===== config.mk =====
export PLATFORM = sky130hd
export DESIGN_NAME = bp_be_dcache_wbuf_sched
export DESIGN_NICKNAME = d
export VERILOG_FILES = /design/src/rtl/bp_be_dcache_wbuf_sched.sv
export SDC_FILE = /design/constraint.sdc
export NUM_CORES = 1
export LEC_CHECK = 0
export BUFFER_PORTS_ARGS = -buffer_cell sky130_fd_sc_hd__buf_4
export CAP_MARGIN = 20
export CORE_AREA = 8 8 45 47
export DETAILED_ROUTE_END_ITERATION = 12
export DIE_AREA = 0 0 53 55
export GPL_TIMING_DRIVEN = 0
export SLEW_MARGIN = 25
export SYNTH_ARGS = -nofsm -noshare
export SYNTH_HDL_FRONTEND = slang
export SYNTH_SLANG_ARGS = --single-unit

===== constraint.sdc =====
create_clock -name clk_i -period 3.92 [get_ports clk_i]
set_input_delay 0.588 -clock clk_i [delete_from_list [all_inputs] [get_ports clk_i]]
set_output_delay 0.588 -clock clk_i [all_outputs]
set_load 0.05 [all_outputs]

===== src/rtl/bp_be_dcache_wbuf_sched.sv =====
// Data-SRAM port scheduler for the dcache.
// Arbitrates engine packets, tl-stage loads and write-buffer drains.
module bp_be_dcache_wbuf_sched #(
  parameter int starve_limit_p = 8
) (
  input  logic clk_i,
  input  logic reset_n_i,
  input  logic engine_v_i,
  output logic engine_yumi_o,
  input  logic ld_v_i,
  output logic ld_grant_o,
  input  logic wbuf_v_i,
  input  logic wbuf_force_i,
  output logic wbuf_yumi_o,
  input  logic snoop_match_i,
  input  logic fence_v_i,
  output logic fence_done_o,
  output logic data_mem_v_o,
  output logic data_mem_w_o,
  output logic stall_o,
  output logic starved_o
);

  localparam int starve_width_lp =
    (starve_limit_p + 1 <= 2) ? 1 : $clog2(starve_limit_p + 1);
  localparam logic [starve_width_lp-1:0] lim_lp =
    starve_width_lp'(starve_limit_p);
  localparam logic [starve_width_lp-1:0] lim_m1_lp =
    starve_width_lp'(starve_limit_p - 1);

  typedef enum logic [1:0] {
    e_ready,
    e_drain,
    e_fence
  } state_e;

  state_e state_q, state_d;
  logic [starve_width_lp-1:0] cnt_q, cnt_d;

  logic eng_g, ld_g, wb_g, ld_ok, done;
  logic denied, trig;

  assign ld_ok = ld_v_i & ~snoop_match_i;

  // Same-cycle grant selection; priority depends on the mode.
  always_comb begin
    eng_g = 1'b0;
    ld_g  = 1'b0;
    wb_g  = 1'b0;
    if (reset_n_i) begin
      case (state_q)
        e_ready: begin
          if (engine_v_i)                    eng_g = 1'b1;
          else if (wbuf_v_i & wbuf_force_i)  wb_g  = 1'b1;
          else if (ld_ok)                    ld_g  = 1'b1;
          else if (wbuf_v_i)                 wb_g  = 1'b1;
        end
        e_drain: begin
          if (engine_v_i)     eng_g = 1'b1;
          else if (wbuf_v_i)  wb_g  = 1'b1;
          else if (ld_ok)     ld_g  = 1'b1;
        end
        e_fence: begin
          if (engine_v_i)     eng_g = 1'b1;
          else if (wbuf_v_i)  wb_g  = 1'b1;
        end
        default: ;
      endcase
    end
  end

  assign denied = wbuf_v_i & ~wb_g;
  assign trig   = (state_q == e_ready) & denied
                & (cnt_q == lim_m1_lp);

  // Mode transitions, fence completion and starvation counting.
  always_comb begin
    state_d = state_q;
    done    = 1'b0;
    if (!denied)
      cnt_d = '0;
    else if (cnt_q == lim_lp)
      cnt_d = cnt_q;
    else
      cnt_d = cnt_q + 1'b1;
    case (state_q)
      e_ready: begin
        if (fence_v_i) begin
          state_d = e_fence;
        end else if (trig) begin
          state_d = e_drain;
          cnt_d   = '0;
        end
      end
      e_drain: begin
        if (fence_v_i)      state_d = e_fence;
        else if (!wbuf_v_i) state_d = e_ready;
      end
      e_fence: begin
        if (!wbuf_v_i && !engine_v_i) begin
          done    = reset_n_i;
          state_d = e_ready;
        end
      end
      default: state_d = e_ready;
    endcase
  end

  // State and counter registers.
  always_ff @(posedge clk_i or negedge reset_n_i) begin
    if (!reset_n_i) begin
      state_q <= e_ready;
      cnt_q   <= '0;
    end else begin
      state_q <= state_d;
      cnt_q   <= cnt_d;
    end
  end

  assign engine_yumi_o = eng_g;
  assign ld_grant_o    = ld_g;
  assign wbuf_yumi_o   = wb_g;
  assign fence_done_o  = done;
  assign data_mem_v_o  = eng_g | ld_g | wb_g;
  assign data_mem_w_o  = eng_g | wb_g;
  assign stall_o       = reset_n_i & ld_v_i & ~ld_g;
  assign starved_o     = reset_n_i & (state_q == e_drain);

`ifndef SYNTHESIS
  logic done_q;

  // Previous-cycle fence_done, for the no-back-to-back check.
  always_ff @(posedge clk_i or negedge reset_n_i) begin
    if (!reset_n_i) done_q <= 1'b0;
    else            done_q <= done;
  end

  // Protocol invariants of the scheduler outputs.
  always_ff @(posedge clk_i) begin
    if (reset_n_i) begin
      assert ($onehot0({eng_g, ld_g, wb_g}))
        else $error("grants not exclusive");
      assert (!wb_g || wbuf_v_i)
        else $error("wbuf dequeued while empty");
      assert (!(done && done_q))
        else $error("fence_done on consecutive cycles");
    end
  end
`endif

endmodule


==> key figures, run 1 <==
Run status
  – Status: complete, no violations

Die
  – Core Rows: 14
  – Die ar.: 0.00292 mm²
  – Initial core utilization: 37.3%
  – Die X: 53 µm
  – Std-Cell Core Area: 0.00138 mm²
  – # IOs: 16
  – Die Ht: 55 µm

Timing
  – Skew final: 0.00313 ns
  – Setup violations, final: 0
  – Hold Slack: 0.164 ns
  – Final period util: 72.5%
  – Setup TNS: 0 ns
  – Final hold vios: 0
  – RSZ-0062 raised after global routing: false
  – Worst slew pin tran: 0.247 ns
  – Max frequency: 352 MHz
  – Relative slew slack: 83.3%
  – Fin crit period: 2.84 ns
  – Final Max Slew Viols: 0

Worst setup path
  – Setup Crit Path Kind: flip-flop to output pin
  – Data required time of the critical path: 3.33 ns
  – CP max FO: 5
  – Worst R2R Path Depth: 6
  – Data arrival time of the critical path: 2.25 ns
  – Worst r2r src: state_q[0]$_DFFE_PN0P_
  – Startpoint Class: flip-flop
  – FF-to-FF End: state_q[1]$_DFFE_PN0P_
  – Crit. End Element: output pin
  – R2r setup slk: 1.99 ns

Synth
  – Post-Synthesis Cells: 58
  – Synth top area cells: dfrtp_1, ha_1, inv_1
  – Post-synth EDFFs: 0
  – Mapped Area: 517 µm²
  – Synthesized net count: 73
  – Register bit total from synthesis: 6
  – Sequential share of the synthesized area: 29.1%
  – Synth warn: 0
  – Async S/R FF share, synth: 100%
  – Unique masters post-synth: 26
  – Area leader, netlist: dfrtp_1
  – Synth top area share: 29.1%
  – Top FF cell, synth: dfrtp_1
  – Average cell area after synthesis: 8.91 µm²

Route
  – Detail Route Antenna Nets: 0
  – Vias per cell: 5.23
  – Routed vias: 481
  – Post-Route WL: 1.20 mm
  – 1st-iter DRT viols: 6
  – Router iterations before antenna repair: 4
  – Post-DR wirelength/cell: 13.0 µm
  – # DRC: 0

Clock network
  – Clk buf depth: 2
  – PostCTS Resize Cnt: 0
  – Setup Buffers After CTS: 0
  – TritonCTS clock tree: done
  – Clock sink count: 6
  – CTS H-tree depth: 1
  – Later-pin clock latency in the skew report: 0.24 ns
  – Clock root cell: clkbuf_4
  – Clock buffer count from CTS: 3
  – Clock-pin slew on the worst setup and hold paths: 0.05 ns
  – Hold Buf Count CTS: 0

Final layout
  – Commonest non-fill, non-tap cells in the layout: buf_4, inv_1, ha_1
  – Multi-input logic area: 337 µm²
  – # diodes: 0
  – Area Overhead vs Synth: 30.0%
  – Filler instances: 149
  – Net count, final: 93
  – Layout cells sized above 1: 28.9%
  – Most common cell after layout, fill and taps aside: buf_4
  – Register area: 150 µm²

Placement
  – Dpl hpwl: 927 µm
  – Gpl congestion: 0.743
  – PortBufs: 15

Run
  – Max-cap violations: 0

Power and ir drop
  – Worst ir drop on vdd: 197 µV
  – Flop pwr share: 32.2%
  – Sw Share: 40.8%
  – Clk network pwr share: 22.5%
  – Logic pwr share: 45.3%
  – Pwr per Cell Area: 373 mW/mm²
  – Leakage: 0.358 nW
  – Net Switching: 102 µW
  – Int Power: 148 µW

GRT
  – First-pass GRT wire length: 1.95 mm
  – Largest net degree at the start of global routing: 13
  – GRT Util Overall: 9.00%
  – Number of global-route vias before repair: 440
  – Total gr overflow: 0
  – Initial antenna violation count: 0

Worst hold path
  – Hold Path Class: primary input to asynchronous set/reset pin
-- metal layers --
metal | share of wire [%] | global-route usage, % | wire [µm] | vias to the layer above
met5 | 0 | 0 | 0 | -
met4 | 2.8 | 7.76 | 34 | 0
met3 | 9.8 | 2.67 | 118 | 4
met2 | 43 | 13.7 | 515 | 17
met1 | 44 | 10.2 | 531 | 219
li1 | - | - | - | 241
-- worst max-delay path, stage by stage (launching register included) --
cell,delay [ns]
dfrtp_1,0.41
inv_1,0.09
ha_1,0.32
or4b_1,0.55
o211ai_2,0.13
nand2_1,0.10
or2_1,0.21
buf_4,0.19
-- worst max-delay path by stage --
stage               slack [ns]           end              startpoint
floorplan                 1.07  data_mem_v_o  state_q[0]$_DFFE_PN0P_
global placement          1.34  data_mem_v_o  state_q[0]$_DFFE_PN0P_
detailed placement        1.32  data_mem_v_o  state_q[0]$_DFFE_PN0P_
CTS                       1.06  data_mem_v_o  state_q[0]$_DFFE_PN0P_
global route              0.95  data_mem_v_o  state_q[0]$_DFFE_PN0P_
finish                    1.08  data_mem_v_o  state_q[0]$_DFFE_PN0P_
-- Yosys cell counts (2+ instances only) --
master    number
dfrtp_1        6
nor2_1         5
nor4bb_1       2
ha_1           7
o211ai_2       2
inv_1          8
nand3b_1       2
nand2_1        4
o21ai_0        5
-- stage by stage --
| stage | power, mW | cells | area [µm²] | util [%] | setup slack [ns] |
|---|---|---|---|---|---|
| after floorplan | 0.160 | 58 | 517 | - | 1.07 |
| after global placement | 0.196 | 89 | 649 | 46.9 | 1.34 |
| after detailed placement | 0.195 | 89 | 649 | 46.9 | 1.32 |
| after CTS | 0.255 | 92 | 672 | 48.6 | 1.06 |
| after global routing | 0.272 | 92 | 672 | 48.6 | 0.946 |
| final | 0.251 | 92 | 672 | 48.6 | 1.08 |
-- sequential cells by signal (all words and copies together) (netlist names) --
| signal | count |
|---|---|
| state_q | 2 |
| cnt_q | 4 |
-- cell type report --
type	instances	area share, %
well taps	16	2.98
inverters	8	4.47
multi-input cells	44	50.1
flip-flops and latches	6	22.3
repair buffers	15	16.8
clock buffers	3	3.35
-- logic make-up (layout without fill, tap and decap cells) --
kind of cell | after synthesis | after routing | synth area share [%]
simple gates | 23 | 23 | 27.4
compound gates | 12 | 12 | 17.4
buf+inv | 8 | 26 | 5.81
fa+ha+maj | 7 | 7 | 16.9
flops | 6 | 6 | 29.1
xor+xnor | 2 | 2 | 3.39
-- power by group through the flow --
| stage | sequential, mW | clock (mW) | combinational [mW] |
|---|---|---|---|
| finish | 0.0807 | 0.0564 | 0.114 |
| global route | 0.0816 | 0.0630 | 0.127 |
| CTS | 0.0808 | 0.0606 | 0.114 |
| detailed placement | 0.0819 | 0 | 0.113 |
| global placement | 0.0817 | 0 | 0.114 |
| floorplan | 0.0795 | 0 | 0.0808 |
No activity file was read; power rests on OpenSTA's default activity.
==> inputs of run 2 (changes only) <==
--- a/config.mk
+++ b/config.mk
@@ -5,11 +5,12 @@
 export SDC_FILE = /design/constraint.sdc
 export NUM_CORES = 1
 export LEC_CHECK = 0
+export ABC_AREA = 1
 export BUFFER_PORTS_ARGS = -buffer_cell sky130_fd_sc_hd__buf_4
 export CAP_MARGIN = 20
-export CORE_AREA = 8 8 45 47
+export CORE_MARGIN = 8
+export CORE_UTILIZATION = 40
 export DETAILED_ROUTE_END_ITERATION = 12
-export DIE_AREA = 0 0 53 55
 export GPL_TIMING_DRIVEN = 0
 export SLEW_MARGIN = 25
 export SYNTH_ARGS = -nofsm -noshare
==> constraint.sdc (replaced) <==
create_clock -name clk_i -period 2.73 [get_ports clk_i]
set_input_delay 0.4095 -clock clk_i [delete_from_list [all_inputs] [get_ports clk_i]]
set_output_delay 0.4095 -clock clk_i [all_outputs]
set_load 0.05 [all_outputs]
==> run 2 against run 1 <==
Against the previous run: critical path type is now primary input to output pin; core utilization rose by 6.5 points; die area fell by 3.0%; design area rose by 6.7%; clock power rose by 38%; synthesized cell count rose by 31%; wire length rose by 2.0%; sequential share of layout area fell by 1.4 points; first-iteration DRC count rose by 17%; worst setup slack got worse by 0.58 ns.
==> key figures, run 2 <==
GRT
  – Total gr overflow: 0 (unchanged)
  – Initial antenna violation count: 0 (unchanged)
  – Number of global-route vias before repair: 480 (+9.1%)
  – GRT Util Overall: 9.61% (+0.61 points)
  – First-pass GRT wire length: 2.06 mm (+5.7%)
  – Largest net degree at the start of global routing: 11 (-2)

Timing
  – Setup TNS: 0 ns (unchanged)
  – Max frequency: 448 MHz
  – Final hold vios: 0 (unchanged)
  – Fin crit period: 2.23 ns
  – RSZ-0062 raised after global routing: false
  – Setup violations, final: 0 (unchanged)
  – Final period util: 81.7%
  – Relative slew slack: 84.2% (+0.86 points)
  – Final Max Slew Viols: 0 (unchanged)
  – Hold Slack: 0.516 ns (+0.351 ns)
  – Worst slew pin tran: 0.235 ns (-0.0125 ns)
  – Skew final: 0.00531 ns (+0.00219 ns)

Worst setup path
  – Startpoint Class: primary input
  – Worst path cell trace: dlygate4sd3_1 -> buf_4 -> nand3_1 -> inv_1 -> nand2_4 -> nand2_1 -> or2_1 -> buf_4
  – CP max-delay cell: dlygate4sd3_1
  – Setup Crit Path Kind: primary input to output pin
  – Data required time of the critical path: 2.32 ns (-1.01 ns)
  – Slowest stage delay, CP: 0.54 ns (about the same)
  – Cell with the most instances on the worst path: buf_4
  – Crit. End Element: output pin
  – CP max FO: 10 (+5)
  – Data arrival time of the critical path: 1.82 ns (-0.43 ns)

Clock network
  – Clock buffer count from CTS: 3 (unchanged)
  – Clock-pin slew on the worst setup and hold paths: 0.05 ns (about the same)
  – TritonCTS clock tree: done
  – Later-pin clock latency in the skew report: 0.24 ns (about the same)
  – Clock sink count: 6 (unchanged)
  – PostCTS Resize Cnt: 0 (unchanged)
  – Setup Buffers After CTS: 0 (unchanged)
  – Clock root cell: clkbuf_4
  – CTS H-tree depth: 1 (unchanged)
  – Clk buf depth: 2 (unchanged)

Synth
  – Top FF cell, synth: dfrtp_1
  – Average cell area after synthesis: 7.28 µm² (-18%)
  – XOR/XNOR Fraction of Synth Area: 4.75% (+1.4 points)
  – Largest family of logic cells by synthesized area: simple AND/OR/NAND/NOR gates
  – Post-Synth Simple-Gate Area: 30.5% (+3.2 points)
  – Compound-Gate Fraction of Synth Area: 8.82% (-8.6 points)
  – Synthesized net count: 91 (+25%)
  – Post-Synthesis Cells: 76 (+31%)
  – Sequential share of the synthesized area: 27.1% (-1.9 points)
  – Synth top area cells: dfrtp_1, ha_1, inv_1
  – Post-synth EDFFs: 0 (unchanged)
  – Synth top area share: 27.1% (-1.9 points)
  – Mux share of post-synthesis cell area: 0% (unchanged)
  – Register bit total from synthesis: 6 (unchanged)
  – Async S/R FF share, synth: 100% (unchanged)
  – Synth top cells by count: inv_1, nand2_1, nor2_1
  – Unique masters post-synth: 19 (-27%)
  – Mapped Area: 553 µm² (+7.0%)
  – Post-synthesis adder-cell area fraction: 15.8% (-1.1 points)
  – Synth warn: 0 (unchanged)
  – Area leader, netlist: dfrtp_1
  – Most common cell in the netlist: inv_1

Final layout
  – Most common cell after layout, fill and taps aside: inv_1
  – Top Registers: cnt_q x4, state_q x2
  – # diodes: 0 (unchanged)
  – Top reg by flops: cnt_q
  – Net count, final: 112 (+20%)
  – Area Overhead vs Synth: 29.6%
  – Max reg flops: 4 (unchanged)
  – Multi-input logic area: 332 µm² (-1.5%)
  – Fin util: 55.1% (+6.5 points)
  – Register area: 150 µm² (unchanged)
  – Layout cells sized above 1: 26.3% (-2.6 points)
  – Filler instances: 137 (-8.1%)
  – Commonest non-fill, non-tap cells in the layout: inv_1, buf_4, nand2_1

Route
  – Vias per cell: 4.49 (-14%)
  – Router iterations before antenna repair: 4 (unchanged)
  – Post-Route WL: 1.22 mm (+2.0%)
  – Post-DR wirelength/cell: 11.1 µm (-15%)
  – # DRC: 0 (unchanged)
  – Routed vias: 494 (+2.7%)
  – Detail Route Antenna Nets: 0 (unchanged)
  – 1st-iter DRT viols: 7 (+1)

Run
  – Max-cap violations: 0 (unchanged)

Placement
  – PortBufs: 15 (unchanged)
  – Dpl hpwl: 989 µm (+6.7%)
  – Gpl congestion: 0.829 (+12%)

Die
  – Die ar.: 0.00283 mm² (-3.0%)
  – Die X: 53.2 µm (+0.35%)
  – # IOs: 16 (unchanged)
  – Std-Cell Core Area: 0.00130 mm² (-6.0%)
  – Initial core utilization: 42.5% (+5.2 points)
  – Core Rows: 13 (-1)
  – Die Ht: 53.2 µm (-3.3%)

Worst hold path
  – Hold Path Class: primary input to flip-flop

Run status
  – Status: complete, no violations

Power and ir drop
  – Total power: 364 µW (+45%)
  – Pwr per Cell Area: 508 mW/mm² (+36%)
  – Leakage: 0.426 nW (+19%)
  – Worst ir drop on vdd: 332 µV (+69%)
==> run 2: logic make-up after synthesis <==
| group | Yosys count |
|---|---|
| AO/OA/AOI/OAI | 5 |
| adder cells (fa/ha/maj) | 7 |
| AND/OR/NAND/NOR | 36 |
| flip-flops | 6 |
| XOR/XNOR | 3 |
| buffers and inverters | 19 |
==> run 2: power by group <==
part	total [mW]	leakage (nW)	switching (mW)	internal, mW
Clock	0.0777	0.0138	0.0282	0.0495
Sequential	0.116	0.0803	0.0144	0.101
Combinational	0.171	0.332	0.106	0.0651
Total	0.364	0.426	0.148	0.216
==> run 2: worst max-delay path: cells and delay by family <==
kind          cells  cell delay (ns)
buf+inv           4             0.97
simple gates      4             0.44
==> run 2: repair_timing <==
item,CTS,global route
hold buffers,1,0
hold endpoints to repair,6,0
setup endpoints to repair,0,0
==> run 2: area by class of cell <==
cell class              count  area share, %
repair buffers             16           17.1
clock buffers               3           3.14
flip-flops and latches      6           20.9
well taps                  15           2.62
multi-input cells          51           46.2
inverters                  19           9.95
==> run 2: final timing paths <==
| check | from | endpoint | slack [ns] | cells after the start |
|---|---|---|---|---|
| max | reset_n_i | data_mem_v_o | 0.50 | 8 |
| min | wbuf_v_i | cnt_q[2]$_DFF_PN0_ | 0.52 | 3 |
| max reg2reg | state_q[0]$_DFFE_PN0P_ | state_q[1]$_DFFE_PN0P_ | 1.26 | 7 |
| min reg2reg | cnt_q[3]$_DFF_PN0_ | cnt_q[3]$_DFF_PN0_ | 0.55 | 2 |
| max in group asynchronous | reset_n_i | cnt_q[3]$_DFF_PN0_ | 2.05 | 2 |
| min in group asynchronous | reset_n_i | cnt_q[1]$_DFF_PN0_ | 0.54 | 2 |
==> run 2: per-layer routing <==
layer / GRT usage, % / up-vias / wire, µm
li1: - / 276 / -
met2: 15.0 / 10 / 534
met5: 0 / - / 0
met4: 0 / 0 / 0
met1: 11.5 / 208 / 578
met3: 6.16 / 0 / 111
==> run 2: through the flow <==
stage | setup WS, ns | area [µm²] | std cells
6_report | 0.500 | 717 | 110
5_1_grt | 0.420 | 717 | 110
4_1_cts | 0.493 | 717 | 110
3_5_place_dp | 0.858 | 684 | 106
3_3_place_gp | 0.879 | 684 | 106
2_1_floorplan | 0.0806 | 553 | 76
